## src/rtl/mem_ctrl_pkg.sv

```systemverilog
// Shared types and address helpers for the load/store memory sequencer.
// Addresses are byte addresses; words are 32 bits wide.
package mem_ctrl_pkg;

  typedef enum logic [1:0] {IDLE, REFILL, WRITE, DONE} mac_state_t;

  localparam int WORD_OFF = 2;

  // Base byte address of the cache line holding addr (2**bw_log2 words per line).
  function automatic logic [31:0] line_base(input logic [31:0] addr, input int bw_log2);
    return addr & ~((32'd1 << (bw_log2 + WORD_OFF)) - 32'd1);
  endfunction

  // Word index of addr within its cache line.
  function automatic logic [31:0] word_index(input logic [31:0] addr, input int bw_log2);
    return (addr >> WORD_OFF) & ((32'd1 << bw_log2) - 32'd1);
  endfunction

endpackage

```

## src/rtl/lat_counter.sv

```systemverilog
// Memory latency pacer: counts 0..MEM_LATENCY-1 while enabled and raises tc
// on the last count, then wraps. clr forces the count back to zero.
module lat_counter #(
  parameter  int MEM_LATENCY = 4,
  localparam int LW          = $clog2(MEM_LATENCY + 1)
) (
  input  logic          clk,
  input  logic          rst_b,
  input  logic          clr,
  input  logic          en,
  output logic [LW-1:0] cnt,
  output logic          tc
);

  localparam logic [LW-1:0] LAST = LW'(MEM_LATENCY - 1);

  assign tc = (cnt == LAST);

  always_ff @(posedge clk) begin
    if (!rst_b || clr)
      cnt <= '0;
    else if (en)
      cnt <= tc ? '0 : cnt + LW'(1);
  end

endmodule

```

## src/rtl/mem_access_ctrl.sv

```systemverilog
// Sequencer between the core's load/store path and the cache/main memory:
// block refill on read miss, write-through on store, stall while busy.
module mem_access_ctrl
  import mem_ctrl_pkg::*;
#(
  parameter  int MEM_LATENCY = 4,
  parameter  int BLOCK_WORDS = 4,
  localparam int WI          = (BLOCK_WORDS > 1) ? $clog2(BLOCK_WORDS) : 1
) (
  input  logic          clk,
  input  logic          rst_b,
  input  logic          req_valid,
  input  logic          req_we,
  input  logic [31:0]   req_addr,
  input  logic          hit,
  input  logic          halted,
  output logic          stall,
  output logic [31:0]   mem_addr,
  output logic          mem_write_en,
  output logic          fill_we,
  output logic [WI-1:0] fill_word,
  output logic          fill_tag_we,
  output logic          cache_wr_hit
);

  localparam int            LW        = $clog2(MEM_LATENCY + 1);
  localparam int            BW_LOG2   = $clog2(BLOCK_WORDS);
  localparam logic [WI-1:0] LAST_WORD = WI'(BLOCK_WORDS - 1);

  mac_state_t    state, next;
  logic [31:0]   addr_q;
  logic          hit_q;
  logic [WI-1:0] word_cnt;
  logic [LW-1:0] lat_cnt;
  logic          lat_tc, lat_clr, lat_en;
  logic          accept, last_word;

  assign accept    = req_valid && !halted;
  assign last_word = (word_cnt == LAST_WORD);
  assign lat_clr   = (state == IDLE) || (state == DONE);
  assign lat_en    = (state == REFILL) || (state == WRITE);

  lat_counter #(.MEM_LATENCY(MEM_LATENCY)) u_lat (
    .clk  (clk),
    .rst_b(rst_b),
    .clr  (lat_clr),
    .en   (lat_en),
    .cnt  (lat_cnt),
    .tc   (lat_tc)
  );

  always_ff @(posedge clk) begin
    if (!rst_b) begin
      state    <= IDLE;
      addr_q   <= '0;
      hit_q    <= 1'b0;
      word_cnt <= '0;
    end else begin
      state <= next;
      if (state == IDLE && accept) begin
        addr_q   <= req_addr;
        hit_q    <= hit;
        word_cnt <= '0;
      end else if (state == REFILL && lat_tc) begin
        word_cnt <= last_word ? '0 : word_cnt + WI'(1);
      end
    end
  end

  always_comb begin
    next = state;
    case (state)
      IDLE:    if (accept) begin
                 if (req_we)   next = WRITE;
                 else if (!hit) next = REFILL;
               end
      REFILL:  if (lat_tc && last_word) next = DONE;
      WRITE:   if (lat_tc) next = DONE;
      DONE:    next = IDLE;
      default: next = IDLE;
    endcase
  end

  // In IDLE, stall is combinational so a load hit never loses a cycle.
  always_comb begin
    stall        = 1'b0;
    mem_addr     = '0;
    mem_write_en = 1'b0;
    fill_we      = 1'b0;
    fill_word    = '0;
    fill_tag_we  = 1'b0;
    cache_wr_hit = 1'b0;
    case (state)
      IDLE:   stall = accept && (req_we || !hit);
      REFILL: begin
        stall       = 1'b1;
        mem_addr    = line_base(addr_q, BW_LOG2) | (32'(word_cnt) << WORD_OFF);
        fill_we     = lat_tc;
        fill_word   = lat_tc ? word_cnt : '0;
        fill_tag_we = lat_tc && last_word;
      end
      WRITE: begin
        stall        = 1'b1;
        mem_addr     = {addr_q[31:2], 2'b00};
        mem_write_en = 1'b1;
        cache_wr_hit = hit_q && (lat_cnt == '0);
      end
      default: ;
    endcase
  end

endmodule

```

## config.mk

```make
export PLATFORM = sky130hd
export DESIGN_NAME = mem_access_ctrl
export DESIGN_NICKNAME = d
export VERILOG_FILES = /design/src/rtl/mem_ctrl_pkg.sv /design/src/rtl/lat_counter.sv /design/src/rtl/mem_access_ctrl.sv
export SDC_FILE = /design/constraint.sdc
export NUM_CORES = 1
export LEC_CHECK = 0
export CAP_MARGIN = 20
export CORE_MARGIN = 1
export CORE_UTILIZATION = 40
export CTS_CLUSTER_DIAMETER = 100
export DETAILED_ROUTE_END_ITERATION = 12
export PLACE_DENSITY = 0.8
export SYNTH_ARGS = -nofsm -noshare
export SYNTH_HDL_FRONTEND = slang
export SYNTH_HIERARCHICAL = 1
export SYNTH_SLANG_ARGS = --single-unit
```

## constraint.sdc

```tcl
create_clock -name clk -period 3.7 [get_ports clk]
set_input_delay 0.925 -clock clk [delete_from_list [all_inputs] [get_ports clk]]
set_output_delay 0.925 -clock clk [all_outputs]
set_load 0.05 [all_outputs]
```

==> results.toml <==
[placed_design]
dpl.hpwl_um = 2950
port_buffers = 72
dp_worst_setup_slack_ps = 412
routabilityCongestion = 0.731

[setup_path]
crit_path_end_kind = "primary output"
arrival_ps = 2530
cp_common_cell = "inv_1"
worstPathCellList = "inv_1 > ha_1 > inv_1 > nor2_4 > and2_1 > clkdlybuf4s50_1"
crit_slowest_cell = "clkdlybuf4s50_1"
crit_path_max_fanout = 11
critPathLaunch = "state[0]$_SDFFE_PN0P_"
cp.buffers_inverters = 3
timing.rr.start = "state[0]$_SDFFE_PN0P_"
cp-start-kind = "register"
critical_path.max_stage_delay_ps = 800
worst_reg2reg_setup_slack_ps = 1740
worst-setup-path-type = "register to primary output"
timing.critical_path.max_delay_family = "buffers and inverters"
cp.required_ps = 2770

[logic_synthesis]
ys_ff_latch = 38
post_synth_and_or_nand_nor_area_fraction_pct = 27.9
yosys.area_share.adder_pct = 5.61
seq_area_frac_synth_pct = 37.9
synthXorXnorAreaFrac_pct = 0
ys_async_sr_fraction_pct = 0
syn-instance-count = 233
synth_flop_cell = "dfxtp_1"
post_synth.cell_area_avg_um2 = 8.61
synth_mux_area_share_pct = 0.499
netlist-cell-type-count = 32
synth_top_family_by_area = "simple AND/OR/NAND/NOR gates"
netlist_area_um2 = 2010
synth_enable_flop_cells = 0
synth_warnings = 6
compound_gate_portion_of_the_synthesized_area_pct = 22.0

[sta]
worst_pin_slew_ps = 697
fin_skew_ps = 3.70
setup_repair_after_global_routing_missed_its_margin = "false"
final_hold_viol_count = 0
timing.fmax_mhz = 290
setup_viol = 0
final_max_slew_viol_count = 0
fin_crit_ps = 3450
post-route-period-util_pct = 93.3
slew_headroom_pct = 53.4
fin_tns_setup_ps = 0
final_critical_path_setup_slack_ps = 248

[clock_tree]
clk_pin_slew_worst_paths_ps = 70
clock_tree.root_cell = "clkbuf_8"
hold_buffers = 0
clock_sinks = 38
cts_tree = "done"
cts_buffers = 5
worst_skew_pair.late_latency_ps = 280
ctsHtreeMaxLevel = 2
max-clock-path-buffers = 2

[floorplan]
die_area_um2 = 5300
core_region_area_um2 = 4790
rows = 25
starting_utilization_of_the_core_area_pct = 41.9
boundaryPins = 77
fp.dieW_um = 72.8
die_h_um = 72.8

[detailed_routing]
drt_iter0_markers = 49
vias_per_inst = 4.59
routed_wirelength_um = 4120
first_pass_iters = 4
postRouteAntennaNets = 0
drcViolationCount = 0
wl_per_cell_um = 11.1
detailroute.via_count = 1708

[run]
drv.max_cap_violation_count = 0

[global_route]
number_of_antenna_violations_at_the_first_check_in_global_routing = 0
largest_net_degree_at_the_start_of_global_routing = 37
first_pass_grt_wire_length_um = 6820
grt_usage_pct = 16.3
first_global_vias = 1560
globalRoute.totalOverflow = 0

[finish]
drive_above_1_share_pct = 15.4
area_delta_synth_final_pct = 44.8
num-fill-cells = 440
antenna_cells_inserted = 0
nets = 351

[worst_hold_path]
worst_min_delay_path_category = "register to register"
holdCritStartpoint = "u_lat/cnt[2]$_SDFFE_PP0P_"

[power]
leakage_nw = 1.39
vdd.ir_drop.worst_mv = 0.477
power.density_cell_area_nw_per_um2 = 431

[status]
outcome = "completed"
-- kinds of logic (layout without fill, tap and decap cells) --
group / Yosys count / after routing
AOI/OAI and AO/OA: 46 / 46
adders and majority gates: 9 / 9
buffers and inverters: 20 / 91
DFF: 38 / 38
muxes: 1 / 1
other: 1 / 2
and+or+nand+nor: 118 / 118
-- layer usage --
| layer | global-route usage, % | wire length, um |
|---|---|---|
| met5 | 0 | 0 |
| met2 | 28.9 | 2040 |
| met1 | 19.5 | 1850 |
| met4 | 4.36 | 17 |
| met3 | 4.28 | 204 |
-- metrics by stage --
| stage | area [um2] | hold slack (ps) | power [mW] | utilization, % | std cells |
|---|---|---|---|---|---|
| after floorplan | 2010 | 423 | 0.824 | - | 234 |
| final | 2900 | 452 | 1.25 | 60.7 | 372 |
| after global routing | 2900 | 473 | 1.34 | 60.7 | 372 |
| after global placement | 2770 | 438 | 0.973 | 57.9 | 364 |
| after detailed placement | 2770 | 444 | 0.983 | 57.9 | 364 |
| after CTS | 2860 | 456 | 1.27 | 59.8 | 372 |
-- final timing paths --
kind | depth (start not counted) | to
min | 2 | u_lat/cnt[2]$_SDFFE_PP0P_
min reg2reg | 2 | u_lat/cnt[2]$_SDFFE_PP0P_
max | 6 | mem_addr[16]
max reg2reg | 6 | addr_q[19]$_SDFFE_PN0P_
-- state kept, by name, indices dropped and copies added (netlist names) --
register   cells
hit_q          1
u_lat/cnt      3
state          2
word_cnt       2
addr_q        30
-- cells in the mapped netlist, types with 2 or more instances --
cell      number  area (um2)
nand2_1       69         259
dfxtp_1       38         761
a21boi_2      29         327
and2_1        29         181
ha_1           9         113
nor2_1         7        26.3
inv_1          6        22.5
buf_6          4        45.0
nand2b_1       4        25.0
a21oi_1        3        15.0
and3_1         3        18.8
buf_2          3        15.0
clkbuf_1       3        11.3
a21boi_0       2        15.0
a22oi_1        2        15.0
buf_4          2        15.0
clkbuf_2       2        10.0
nor2b_1        2        12.5
o211ai_1       2        15.0
o21ai_0        2        10.0
-- worst register-to-register path, cell delays in order (launching register included) --
cell and delay (ps):
dfxtp_1 420, inv_1 130, ha_1 240, nand2_1 520, buf_4 320, nand2_1 70, a21boi_0 180
-- placed cells by master, fill, tap and decap left out, types with 2 or more instances in the layout --
cell and instances:
nand2_1 69, clkdlybuf4s50_1 51, dfxtp_1 38, and2_1 29
a21boi_2 29, dlymetal6s2s_1 17, ha_1 9, nor2_1 7
buf_4 7, inv_1 6, clkbuf_8 6, nand2b_1 4
a21oi_1 3, and3_1 3, a22oi_1 2, o21ai_0 2
o211ai_1 2, a21boi_0 2, conb_1 2, buf_12 2
nor2b_1 2
-- power breakdown --
group,internal (mW),switching [mW],leakage [nW]
combinational,0.205,0.287,1.03
sequential,0.451,0.0241,0.309
clock,0.150,0.135,0.0482
-- layout make-up --
class	instances	area [um2]	area share [%]
multi-input combinational	176	1130	38.9
clock inverter	1	5.00	0.172
sequential	38	761	26.2
timing repair buffer	77	816	28.1
clock buffer	7	86.3	2.97
inverter	6	22.5	0.776
tap	67	83.8	2.89
-- repair_timing --
| item | CTS | global route |
|---|---|---|
| endpoints found under the setup margin | 0 | 17 |
| setup buffers | 0 | 0 |
| gates resized for setup | 0 | 17 |
| hold endpoints to repair | 0 | 0 |
No activity file was read; power rests on OpenSTA's default activity.
